<file path="src/rtl/display_scan_pkg.sv">
// Purpose : shared constants, types and helpers for the 4-digit display scanner.
// Latency : n/a (package only).
// Backpressure: n/a (package only).
package display_scan_pkg;

    localparam int NUM_DIGITS = 4;

    localparam logic [3:0] AN_OFF  = 4'b1111;
    localparam logic [7:0] SEG_OFF = 8'hFF;

    // Defaults sized for a 100 MHz core clock.
    localparam int REFRESH_DIV_DEF = 100000;    // 1 kHz digit slot rate
    localparam int BLANK_CYC_DEF   = 16;        // anti-ghosting dead time per slot
    localparam int BLINK_DIV_DEF   = 25000000;  // 2 Hz blink

    typedef logic [1:0] idx_t;

    // Registered display drive: anodes and cathodes, both active-low.
    typedef struct packed {
        logic [3:0] an;
        logic [7:0] seg;
    } disp_t;

    localparam disp_t DISP_OFF = '{an: AN_OFF, seg: SEG_OFF};

    // Active-low one-hot anode enable for the given slot.
    function automatic logic [3:0] an_select(input idx_t idx);
        return ~(4'b0001 << idx);
    endfunction

endpackage

</file>
<file path="src/rtl/display_scan_tick_gen.sv">
// Purpose : modulo-N counter with a wrap pulse and a synchronous clear-and-hold.
// Latency : cnt updates on the clock edge; wrap is combinational from cnt/hold.
// Backpressure: none; hold forces the count to 0 and suppresses wrap.
//
// Ports:
//   clk, rst  - clock and asynchronous active-high reset
//   hold      - while high the counter is cleared to 0 and held there
//   cnt       - current count, 0 .. N-1
//   wrap      - high in the cycle where cnt == N-1 and the next edge wraps
module tick_gen #(
    parameter int N = 4,
    parameter int W = (N > 1) ? $clog2(N) : 1
) (
    input  logic         clk,
    input  logic         rst,
    input  logic         hold,
    output logic [W-1:0] cnt,
    output logic         wrap
);

    localparam logic [W-1:0] LAST = W'(N - 1);

    always_ff @(posedge clk or posedge rst) begin
        if (rst) begin
            cnt <= '0;
        end else if (hold) begin
            cnt <= '0;
        end else if (cnt == LAST) begin
            cnt <= '0;
        end else begin
            cnt <= cnt + 1'b1;
        end
    end

    assign wrap = !hold && (cnt == LAST);

endmodule

</file>
<file path="src/rtl/display_scan.sv">
// Purpose : time-multiplexed 4-digit 7-segment scanner with per-slot blanking and group blink.
// Latency : every output change appears exactly 1 cycle after its cause (an/seg are registered).
// Backpressure: none; free-running, inputs are sampled every cycle.
//
// Ports:
//   clk, rst                  - clock and asynchronous active-high reset
//   digit0..3_display [7:0]   - active-low {dp,g..a}; digit0 rightmost, digit3 leftmost
//   blink_en                  - adjust mode: selected group blinks
//   blink_sel                 - 0: seconds group (digits 0,1); 1: minutes group (digits 2,3)
//   an [3:0]                  - active-low anode enables, an[i] drives digit i
//   seg [7:0]                 - active-low cathodes, same bit order as digitN_display
module display_scan
    import display_scan_pkg::*;
#(
    parameter int REFRESH_DIV = REFRESH_DIV_DEF,
    parameter int BLANK_CYC   = BLANK_CYC_DEF,
    parameter int BLINK_DIV   = BLINK_DIV_DEF
) (
    input  logic       clk,
    input  logic       rst,
    input  logic [7:0] digit0_display,
    input  logic [7:0] digit1_display,
    input  logic [7:0] digit2_display,
    input  logic [7:0] digit3_display,
    input  logic       blink_en,
    input  logic       blink_sel,
    output logic [3:0] an,
    output logic [7:0] seg
);

    localparam int RW = $clog2(REFRESH_DIV);
    localparam int BW = (BLINK_DIV > 1) ? $clog2(BLINK_DIV) : 1;

    localparam logic [RW-1:0] BLANK_LIM = RW'(BLANK_CYC);

    logic [RW-1:0] rc;
    logic          rc_wrap;
    logic [BW-1:0] bc;
    logic          bc_wrap;
    idx_t          idx;
    logic          blink_phase;

    logic [7:0]    digit_sel;
    logic          blank;
    logic          dark;
    disp_t         disp_nxt;
    disp_t         disp_q;

    // Slot timer: runs continuously.
    tick_gen #(
        .N (REFRESH_DIV),
        .W (RW)
    ) u_refresh (
        .clk  (clk),
        .rst  (rst),
        .hold (1'b0),
        .cnt  (rc),
        .wrap (rc_wrap)
    );

    // Blink timer: parked at 0 outside adjust mode so each new adjust
    // session starts with a full visible half-period.
    tick_gen #(
        .N (BLINK_DIV),
        .W (BW)
    ) u_blink (
        .clk  (clk),
        .rst  (rst),
        .hold (!blink_en),
        .cnt  (bc),
        .wrap (bc_wrap)
    );

    // Slot index and blink phase. idx is two bits wide so 3 -> 0 wraps
    // naturally. Both counters are independent, so a refresh wrap and a
    // blink wrap on the same edge each take effect.
    always_ff @(posedge clk or posedge rst) begin
        if (rst) begin
            idx         <= '0;
            blink_phase <= 1'b0;
        end else begin
            if (rc_wrap) begin
                idx <= idx + 1'b1;
            end
            if (!blink_en) begin
                blink_phase <= 1'b0;
            end else if (bc_wrap) begin
                blink_phase <= ~blink_phase;
            end
        end
    end

    // Next display word. blink_en gates the dark decision directly so that
    // digits reappear on the very next update after adjust mode ends.
    always_comb begin
        digit_sel = digit0_display;
        unique case (idx)
            2'd0: digit_sel = digit0_display;
            2'd1: digit_sel = digit1_display;
            2'd2: digit_sel = digit2_display;
            2'd3: digit_sel = digit3_display;
        endcase

        blank = (rc < BLANK_LIM);
        // idx[1] distinguishes the minutes group (2,3) from seconds (0,1).
        dark  = blink_en && blink_phase && (idx[1] == blink_sel);

        disp_nxt = DISP_OFF;
        if (!blank && !dark) begin
            disp_nxt = '{an: an_select(idx), seg: digit_sel};
        end
    end

    // Output register: no combinational path from any input to an/seg.
    always_ff @(posedge clk or posedge rst) begin
        if (rst) begin
            disp_q <= DISP_OFF;
        end else begin
            disp_q <= disp_nxt;
        end
    end

    assign an  = disp_q.an;
    assign seg = disp_q.seg;

    // Blink timer must stay parked while adjust mode is off.
    a_blink_parked: assert property (@(posedge clk) disable iff (rst)
        !blink_en |=> (bc == '0));

    // Never drive more than one digit at once.
    a_an_onehot: assert property (@(posedge clk) disable iff (rst)
        $countones(~an) <= 1);

endmodule

</file>
<file path="config.mk">
export PLATFORM = sky130hd
export DESIGN_NAME = display_scan
export DESIGN_NICKNAME = d
export VERILOG_FILES = /design/src/rtl/display_scan_pkg.sv /design/src/rtl/display_scan_tick_gen.sv /design/src/rtl/display_scan.sv
export SDC_FILE = /design/constraint.sdc
export NUM_CORES = 1
export LEC_CHECK = 0
export CAP_MARGIN = 20
export CORE_MARGIN = 8
export CORE_UTILIZATION = 65
export CTS_CLUSTER_SIZE = 30
export DETAILED_ROUTE_END_ITERATION = 10
export DONT_BUFFER_PORTS = 1
export GPL_TIMING_DRIVEN = 0
export PLACE_DENSITY = 0.89
export SETUP_SLACK_MARGIN = 0.15
export SLEW_MARGIN = 20
export SYNTH_ARGS = -nofsm -noshare
export SYNTH_HDL_FRONTEND = slang
export SYNTH_SLANG_ARGS = --single-unit
</file>
<file path="constraint.sdc">
create_clock -name clk -period 5.15 [get_ports clk]
set_input_delay 1.2875 -clock clk [delete_from_list [all_inputs] [get_ports clk]]
set_output_delay 1.2875 -clock clk [all_outputs]
set_load 0.005 [all_outputs]
</file>
---- Word level (Yosys, flattened, before mapping) ----
Index checks and enable logic that the tools add are counted.
operators by class
  shifts and indexed selects .............. 1
  reduce and logical (&&, ||, !) cells .... 7
  mux-type cells .......................... 7
  magnitude comparators ................... 1
  bitwise operators ....................... 2
  $add $sub $neg .......................... 3
  eq/ne operators ......................... 7
operators with widths
  operator                                                                 number
  25-bit 2-to-1 mux                                                        2
  8-bit one-hot mux with 4 select lines                                    1
  25-bit by 1-bit adder with 25-bit output, second input constant          1
  25-bit equality test, second input constant                              1
  17-bit by 1-bit adder with 17-bit output, second input constant          1
  17-bit equality test, second input constant                              1
  17-bit by 5-bit < comparator with 1-bit output, second input constant    1
  17-bit 2-to-1 mux                                                        1
  12-bit 2-to-1 mux                                                        1
  2-bit equality test, second input constant                               2
  1-bit logical AND                                                        4
  4-bit inverter                                                           1
  1-bit by 2-bit << shifter with 4-bit output, first input constant        1
  2-bit by 1-bit adder with 2-bit output, second input constant            1
  2-bit by 1-bit equality test with 1-bit output, second input constant    1
  1-bit logical NOT                                                        2
  2-bit logical NOT                                                        1
  1-bit 2-to-1 mux                                                         2
  2-bit by 1-bit inequality test with 1-bit output, second input constant  1
  1-bit equality test                                                      1
  1-bit inverter                                                           1
word-level totals
  flip-flop bits (word level) ............. 57
  input port bits ......................... 36

---- Depth between registers and ports, before layout ----
Gate-level depths: netlist of run 1.
  word-level depth ........................ 5
  mapped depth ............................ 7

---- Hierarchy ----
Synthesis of run 1 repeated with hierarchy kept, for this count alone.
unflattened totals
  cell total of the unflattened synthesis .. 302
  area, all modules ....................... 3,012.9 sq um
by module, submodules not included
  module                area an instance (sq um)  cells each  instances
  tick_gen (u_blink)    1,280.0                   137         1
  tick_gen (u_refresh)  883.3                     86          1
  display_scan          849.6                     79          1

---- Least setup slack after synthesis of run 1 ----
OpenSTA, ideal clock, no wires.
  path type ............................... input-to-reg
  start ................................... input port blink_sel
  end ..................................... register disp_q, in the netlist an[1]
  path slack .............................. 3.197 ns
  stages .................................. 5
  data arrival time ....................... 1.864 ns
  path buffers ............................ 1
  cells stage by stage .................... xnor2_1 > nand3_1 > o41a_1 > buf_2 > nand2_1
RTL lines
  item                  line                 RTL
  start, declared       display_scan.sv:26   input logic blink_sel,
  end signal, assigned  display_scan.sv:119  disp_q <= disp_nxt;
  end, declared         display_scan.sv:47   disp_t disp_q;

---- Worst setup path after layout of run 1 ----
  start ................................... register disp_q, in the netlist seg[2]
  end ..................................... output port seg[2]
RTL lines
  item           line                RTL
  end, declared  display_scan.sv:28  output logic [7:0] seg
No word-level cell between the ends.

==> results of run 1 <==
-- registers in the layout (all words and copies together) (netlist names) --
name and flops:
u_refresh.cnt 17, idx 2, an 4, seg 8, u_blink.cnt 25, blink_phase 1
-- per-stage QoR --
| stage | hold WS [ps] | setup WS (ps) | instances | power, mW |
|---|---|---|---|---|
| 2_1_floorplan | 448 | 2480 | 285 | 0.482 |
| 5_1_grt | 520 | 2960 | 353 | 0.946 |
| 4_1_cts | 493 | 2980 | 353 | 0.923 |
| 6_report | 488 | 2990 | 353 | 0.917 |
| 3_5_place_dp | 484 | 3050 | 337 | 0.488 |
| 3_3_place_gp | 468 | 1980 | 337 | 0.487 |
-- area by class of cell --
| type | instances | area share |
|---|---|---|
| inverters | 8 | 0.0104 |
| plain buffers | 12 | 0.0184 |
| flip-flops and latches | 57 | 0.462 |
| clock inverters | 4 | 0.0160 |
| multi-input cells | 208 | 0.420 |
| clock buffers | 12 | 0.0529 |
| well taps | 52 | 0.0208 |
-- power groups by stage --
stage               Sequential [mW]  Combinational [mW]  Clock, mW
detailed placement            0.468              0.0204          0
global placement              0.467              0.0197          0
CTS                           0.460              0.0207      0.442
finish                        0.459              0.0200      0.437
floorplan                     0.466              0.0158          0
global route                  0.460              0.0237      0.463
-- final timing paths --
kind,startpoint,end,slack (ps),cells after the start
worst max register to register,u_refresh.cnt[0],idx[0],3180,7
worst min register to register,u_blink.cnt[0],u_blink.cnt[0],490,1
worst max-delay path,seg[2],seg[2],2990,0
max in group asynchronous,rst,u_blink.cnt[1],3780,1
min in group asynchronous,rst,u_refresh.cnt[15],930,1
worst min-delay path,u_blink.cnt[0],u_blink.cnt[0],490,1
-- metal layers --
| metal | vias up | global-route usage | part of all wire |
|---|---|---|---|
| li1 | 1047 | - | - |
| met1 | 1099 | 0.274 | 0.42 |
| met2 | 90 | 0.335 | 0.50 |
| met3 | 10 | 0.0649 | 0.065 |
| met4 | 0 | 0.0877 | 0.014 |
| met5 | - | 0 | 0 |
-- kinds of logic after synthesis --
kind of cell / count (synthesis) / share of synthesized area
AND/OR/NAND/NOR: 130 / 0.240
adder cells (fa/ha/maj): 7 / 0.0308
multiplexers: 1 / 0.00396
flip-flops: 57 / 0.507
AO/OA/AOI/OAI: 40 / 0.0943
XOR/XNOR: 30 / 0.0925
buffers and inverters: 20 / 0.0308
-- cell usage after synthesis (5+ instances only) --
master,n
dfrtp_1,45
nand3_1,14
and4_1,5
inv_1,8
buf_2,6
ha_1,7
or4_1,7
xor2_1,10
xnor2_1,20
a21oi_1,10
nor4_1,6
nor2_1,26
nand4_1,14
dfstp_2,12
nand2_1,37
o21ai_0,12
o31ai_1,6
a222oi_1,8
nor3_1,6
==> qor.txt, run 1 <==
status = complete, no violations
largest fanout on the critical path = 1
sequential share of power = 0.501
worst min path class = flop to flop
clock root buffer = clkbuf_8
WP data required = 3860 ps
CTS clk-pin slew, worst paths = 60 ps
vias per inst = 6.36
initial antenna violation count = 0
startpoint types = flop
Logic pwr share = 0.022
Die Height = 82.1 um
CTS tree = built
most frequent cells in the layout = dfrtp_1, nand2_1, nor2_1
clk sinks = 57
Switch Pwr = 0.195 mW
CTS max path bufs = 2
routed wire length = 6.42 mm
IO Pins = 48
Initial Utilization = 0.661
Post-synth ARST share = 1.00
Seq. cell area = 0.00144 sq mm
RSZ-0062 raised after global routing = no
GP Congestion = 0.856
DPL Wire Length = 4.27 mm
GRT Total Usage = 0.215
MaxCap Viol Count = 0
Placed Area = 0.00291 sq mm
vias in the first global route = 2292
setup total negative slack = 0 ps
H-tree depth = 3
Core Util, Final = 0.727
layout net count = 339
Seq cells post-synth = 57
share of the yosys chip area belonging to registers = 0.507
Post-CTS Resized = 0
Synth top area share = 0.396
Hold-fix buffers, CTS = 0
vias post-DR = 2246
CTS buffer count = 9
Post-route DRC = 0
diode count = 0
Final Cycle Share = 0.420
most common cell after layout, fill and taps aside = dfrtp_1
Synth area leaders = dfrtp_1, dfstp_2, xnor2_1, nand2_1, nor2_1
FMAX = 0.463 GHz
layout cell share with drive strength beyond 1 = 0.143
global-route wire length before repair = 11.0 mm
synth warn = 0
Design Area, Final = 0.00312 sq mm
postcts setup bufs = 0
final hold vios = 0
num rows = 24
Synth Flop Type = dfrtp_1
peak supply drop = 0.000243 V
Netlist cell types = 37
Syn-to-layout area delta = 9.96%
total grt overflow = 0
Die ar. = 0.00674 sq mm
Buffers on Ports = 0
Mapped Cells = 285
Core ar. = 0.00429 sq mm
final number of setup-violating endpoints = 0
Rel. slew slack = 0.551
multi-input logic area = 0.00131 sq mm
Least-Margin Pin Slew = 674 ps
LEAKAGE = 1.28 nW
Die Wd = 82.1 um
Synth Area per Inst = 9.97 sq um
Antenna Violating Nets Remaining = 0
critical path data arrival time = 870 ps
post-synth net total = 328
Sw Share = 0.213
fill count = 294
Worst-Skew Late Latency = 340 ps
fin crit period = 2160 ps
largest net degree at the start of global routing = 58
Crit. End Element = output pin
Post-synth EDFFs = 0
pwr/cell area = 294 mW/mm^2
Initial DRT Pass Iterations = 4
Clock Skews = 9.63 ps
cell taking the most area after synthesis = dfrtp_1
DRT iter0 DRCs = 255
P_int = 0.722 mW
clock power share = 0.477
mapped cell area = 0.00284 sq mm
Pins Over Slew Limit = 0
Setup CP Type = flop to output pin
DR WL/cell = 18.2 um
Note: power is estimated with default switching activity, not from simulation.
==> inputs of run 2 (changes only) <==
--- a/config.mk
+++ b/config.mk
@@ -7,12 +7,12 @@
 export LEC_CHECK = 0
 export CAP_MARGIN = 20
 export CORE_MARGIN = 8
-export CORE_UTILIZATION = 65
+export CORE_UTILIZATION = 63
 export CTS_CLUSTER_SIZE = 30
 export DETAILED_ROUTE_END_ITERATION = 10
 export DONT_BUFFER_PORTS = 1
 export GPL_TIMING_DRIVEN = 0
-export PLACE_DENSITY = 0.89
+export PLACE_DENSITY = 0.87
 export SETUP_SLACK_MARGIN = 0.15
 export SLEW_MARGIN = 20
 export SYNTH_ARGS = -nofsm -noshare
==> constraint.sdc (replaced) <==
create_clock -name clk -period 2.3 [get_ports clk]
set_input_delay 0.575 -clock clk [delete_from_list [all_inputs] [get_ports clk]]
set_output_delay 0.575 -clock clk [all_outputs]
set_load 0.005 [all_outputs]
==> run 2 against run 1 <==
  * Critical path depth grew 7
  * Routed wire length fell by 6.4%
  * Clock power up 140%
  * Final area about the same
  * Setup slack lost 2600 ps
==> qor.txt, run 2 (synthesized netlist as in run 1, its figures left out) <==
Switch Pwr = 0.464 mW (+140%)
Crit. Startpoint = u_refresh.cnt[0]
GRT Total Usage = 0.181 (-0.0337)
Logic pwr share = 0.021 (about the same)
worst min path class = primary input to asynchronous set/reset pin
postcts setup bufs = 0 (unchanged)
Top reg by flops = u_blink.cnt
internal reg-to-reg setup slack = 360 ps (-2820 ps)
sequential share of power = 0.489 (-0.012)
vias per inst = 6.19 (-2.7%)
Reg2Reg Depth = 7 (unchanged)
num rows = 24 (unchanged)
hold slack = 206 ps (-282 ps)
FMAX = 0.515 GHz
LEAKAGE = 1.28 nW (about the same)
Post-Place Setup Slack = 365 ps (-2690 ps)
total grt overflow = 0 (unchanged)
Pins Over Slew Limit = 0 (unchanged)
H-tree depth = 3 (unchanged)
CP max-delay cell = dfrtp_1
RSZ-0062 raised after global routing = no
Final Cycle Share = 0.844
Sw Share = 0.221 (+0.00807)
family with the most delay on the worst path = simple AND/OR/NAND/NOR gates
Post-CTS Resized = 0 (unchanged)
Buffers on Ports = 0 (unchanged)
critical path data arrival time = 2200 ps (+1330 ps)
most common cell after layout, fill and taps aside = dfrtp_1
Die ar. = 0.00691 sq mm (+2.6%)
crit-path cells = ha_1, and4_1, clkbuf_2, nand2_1, nor4_1, buf_2, xnor2_1
clock root buffer = clkbuf_8
Post-route DRC = 0 (unchanged)
routed wire length = 6.01 mm (-6.4%)
CTS max path bufs = 2 (unchanged)
Die Wd = 83.1 um (+1.3%)
fill count = 283 (-3.7%)
reg2reg start = u_refresh.cnt[0]
Die Height = 83.1 um (+1.3%)
Rel. slew slack = 0.558 (+0.00754)
Worst-Skew Late Latency = 340 ps (about the same)
clock power share = 0.489 (+0.012)
peak supply drop = 0.000598 V (+150%)
Syn-to-layout area delta = 10.0% (about the same)
fin crit period = 1940 ps
Initial Utilization = 0.652 (-0.00912)
global-route wire length before repair = 10.2 mm (-6.4%)
CP Buf/Inv Count = 2
layout net count = 339 (unchanged)
clk sinks = 57 (unchanged)
MaxCap Viol Count = 0 (unchanged)
Setup CP Type = flop to flop
pwr/cell area = 673 mW/mm^2 (+130%)
Core ar. = 0.00435 sq mm (+1.4%)
diode count = 0 (unchanged)
P_int = 1.64 mW (+130%)
IO Pins = 48 (unchanged)
worst setup margin = 359 ps (-2630 ps)
CP peak stage delay = 380 ps
layout cell share with drive strength beyond 1 = 0.143 (unchanged)
GP Congestion = 0.850 (-0.67%)
Tot Pwr = 2.10 mW (+130%)
DRT iter0 DRCs = 161 (-37%)
CTS tree = built
largest net degree at the start of global routing = 58 (unchanged)
vias post-DR = 2186 (-2.7%)
CTS buffer count = 9 (unchanged)
Initial DRT Pass Iterations = 5 (+1)
final hold vios = 0 (unchanged)
Reg-to-Reg End = idx[0]
startpoint types = flop
vias in the first global route = 2201 (-4.0%)
max FFs per register = 25 (unchanged)
CTS clk-pin slew, worst paths = 70 ps (about the same)
Clock Skews = 5.83 ps (-3.80 ps)
most frequent cells in the layout = dfrtp_1, nand2_1, nor2_1
Crit. End Element = flop
Hold-fix buffers, CTS = 0 (unchanged)
Core Util, Final = 0.718 (-0.00946)
Least-Margin Pin Slew = 662 ps (-11.3 ps)
WP data required = 2560 ps (-1300 ps)
initial antenna violation count = 0 (unchanged)
largest fanout on the critical path = 10 (+9)
final number of setup-violating endpoints = 0 (unchanged)
DPL Wire Length = 4.19 mm (-2.1%)
DR WL/cell = 17.0 um (-6.4%)
status = complete, no violations
Antenna Violating Nets Remaining = 0 (unchanged)
run 2: cell count changes in the layout (fill, tap and decap cells not counted), sizes merged:
cell	delta
bufinv	+1
clkbuf	-3
clkinv	+1
inv	+1
run 2: layout make-up:
class	count	area (sq um)	area share
Inverter	8	32.5	0.0104
Buffer	12	57.6	0.0184
Clock buffer	9	124	0.0396
Sequential cell	57	1440	0.461
Clock inverter	7	93.8	0.0300
Tap cell	52	65.1	0.0208
Multi-Input combinational cell	208	1310	0.420
run 2: worst max path at each step:
stage / endpoint / slack, ps / depth (start not counted)
finish: idx[0] / 360 / 7
global route: idx[0] / 210 / 7
detailed placement: idx[0] / 360 / 7
CTS: idx[0] / 330 / 7
floorplan: blink_phase / 350 / 1
global placement: u_blink.cnt[12] / -190 / 1
run 2: through the flow:
| stage | setup TNS, ps | area, sq um | cells |
|---|---|---|---|
| after floorplan | 0 | 2840 | 285 |
| after global placement | -8640 | 2910 | 337 |
| after detailed placement | 0 | 2910 | 337 |
| after CTS | 0 | 3130 | 353 |
| after global routing | 0 | 3130 | 353 |
| final | 0 | 3130 | 353 |
run 2: routing by layer:
metal / up-vias / GRT usage / part of all wire / wire length [um]
met5: - / 0 / 0 / 0
met3: 10 / 0.0781 / 0.073 / 439
met4: 0 / 0.0879 / 0.018 / 107
li1: 1048 / - / - / -
met2: 82 / 0.277 / 0.48 / 2890
met1: 1046 / 0.213 / 0.43 / 2580
run 2: power by group through the flow:
stage	registers, mW	clock network [mW]	logic, mW
5_1_grt	1.03	1.10	0.0539
3_5_place_dp	1.05	0	0.0467
3_3_place_gp	1.05	0	0.0444
2_1_floorplan	1.04	0	0.0353
4_1_cts	1.03	1.05	0.0467
6_report	1.03	1.03	0.0449
==> inputs of run 3 (changes only) <==
==> constraint.sdc (replaced) <==
create_clock -name clk -period 2 [get_ports clk]
set_input_delay 0.5 -clock clk [delete_from_list [all_inputs] [get_ports clk]]
set_output_delay 0.5 -clock clk [all_outputs]
set_load 0.005 [all_outputs]
==> run 3 against run 2 <==
  * Utilization rose by 1.6 points
  * Die area is the same
  * Fmax grew 10%
  * Largest cell class unchanged
==> qor.txt, run 3 (synthesized netlist as in run 1, its figures left out) <==
Least-Margin Pin Slew = 599 ps (-63.7 ps)
CTS buffer count = 9 (unchanged)
pwr/cell area = 754 mW/mm^2 (+12%)
final hold vios = 0 (unchanged)
LEAKAGE = 1.32 nW (+2.9%)
Crit. End Element = flop
Clock Skews = 8.38 ps (+2.56 ps)
IO Pins = 48 (unchanged)
crit-path cells = ha_4, and4_1, buf_4, nand2_1, nor4_4, mux2_2
status = complete, no violations
Initial Utilization = 0.652 (unchanged)
DRT iter0 DRCs = 231 (+43%)
Pins Over Slew Limit = 0 (unchanged)
CTS max path bufs = 2 (unchanged)
Buffers on Ports = 0 (unchanged)
num rows = 24 (unchanged)
global-route wire length before repair = 10.7 mm (+4.4%)
Die ar. = 0.00691 sq mm (unchanged)
total grt overflow = 0 (unchanged)
vias in the first global route = 2252 (+2.3%)
RSZ-0062 raised after global routing = yes
GP Congestion = 0.851 (about the same)
fin crit period = 1760 ps (-176 ps)
final number of setup-violating endpoints = 0 (unchanged)
setup total negative slack = 0 ps (unchanged)
Core Util, Final = 0.734 (+0.0164)
Syn-to-layout area delta = 12.6%
peak supply drop = 0.000728 V (+22%)
CP peak stage delay = 420 ps (+40 ps)
Reg2Reg Depth = 6 (-1)
Top reg by flops = u_blink.cnt
family with the most delay on the worst path = simple AND/OR/NAND/NOR gates
Die Height = 83.1 um (unchanged)
largest fanout on the critical path = 7 (-3)
Antenna Violating Nets Remaining = 0 (unchanged)
CTS clk-pin slew, worst paths = 70 ps (about the same)
internal reg-to-reg setup slack = 240 ps (-120 ps)
layout cell share with drive strength beyond 1 = 0.161 (+0.0183)
max FFs per register = 25 (unchanged)
clock root buffer = clkbuf_8
reg2reg start = u_refresh.cnt[0]
largest net degree at the start of global routing = 31 (-47%)
vias per inst = 6.40 (+3.3%)
DPL Wire Length = 4.35 mm (+3.8%)
Post-route DRC = 0 (unchanged)
Reg-to-Reg End = idx[1]
routed wire length = 6.58 mm (+9.4%)
Design Area, Final = 0.00320 sq mm (+2.3%)
CP max-delay cell = dfrtp_1
Tot Pwr = 2.41 mW (+15%)
MaxCap Viol Count = 0 (unchanged)
Final Cycle Share = 0.882 (+0.0386)
startpoint types = flop
most frequent cells in the layout = dfrtp_1, nand2_1, nor2_1
Rel. slew slack = 0.600 (+0.0416)
Initial DRT Pass Iterations = 5 (unchanged)
CTS tree = built
WP data required = 2230 ps (-330 ps)
Setup CP Type = flop to flop
clk sinks = 57 (unchanged)
Worst-Skew Late Latency = 340 ps (about the same)
CP Buf/Inv Count = 1 (-1)
vias post-DR = 2277 (+4.2%)
GRT Total Usage = 0.184 (+0.00293)
Core ar. = 0.00435 sq mm (unchanged)
DR WL/cell = 18.5 um (+8.5%)
worst min path class = primary input to asynchronous set/reset pin
FMAX = 0.567 GHz (+10%)
initial antenna violation count = 0 (unchanged)
layout net count = 342 (+0.88%)
diode count = 0 (unchanged)
Placed Area = 0.00293 sq mm (+0.73%)
Die Wd = 83.1 um (unchanged)
H-tree depth = 3 (unchanged)
most common cell after layout, fill and taps aside = dfrtp_1
critical path data arrival time = 1990 ps (-210 ps)
-- run 3: metrics by stage --
stage          setup WS [ps]  hold slack [ps]  cells
2_1_floorplan            354              448    285
3_3_place_gp            85.6              464    337
3_5_place_dp            12.6              468    338
4_1_cts                  150              103    354
5_1_grt                  109              134    356
6_report                 235             91.5    356
-- run 3: timing repair --
item                                    in CTS  in global routing
setup buffers                                0                  2
gates resized for setup                      2                 13
endpoints found under the setup margin      31                 32
hold buffers                                 0                  0
pin swaps                                    0                  3
-- run 3: worst max-delay path by stage --
stage                          start  slack, ps  cells past startpoint               to
floorplan           u_refresh.cnt[0]        350                      6           idx[1]
global placement    u_refresh.cnt[0]         90                      7           idx[0]
detailed placement  u_refresh.cnt[0]         10                      7           idx[0]
CTS                 u_refresh.cnt[0]        150                      7           idx[0]
global route          u_blink.cnt[0]        110                      6  u_blink.cnt[21]
finish              u_refresh.cnt[0]        240                      6           idx[1]
-- run 3: layout make-up --
class                   instances  area, sq um
flip-flops and latches         57         1440
multi-input cells             208         1340
fillers                       303         1160
clock buffers                  10          128
clock inverters                 6         82.6
plain buffers                  12         67.6
well taps                      52         65.1
repair buffers                  3         35.0
inverters                       8         33.8
-- run 3: metal layers --
layer | wire, um | share of wire | up-vias | global-route usage
li1 | - | - | 1052 | -
met1 | 2870 | 0.44 | 1144 | 0.231
met2 | 3230 | 0.49 | 71 | 0.286
met3 | 394 | 0.060 | 10 | 0.0703
met4 | 80 | 0.012 | 0 | 0.0527
met5 | 0 | 0 | - | 0
-- run 3: power by group --
part	total, mW	internal (mW)	switching (mW)
clock network	1.17	0.694	0.471
logic	0.0598	0.0182	0.0416
registers	1.18	1.17	0.0104
total	2.41	1.89	0.523
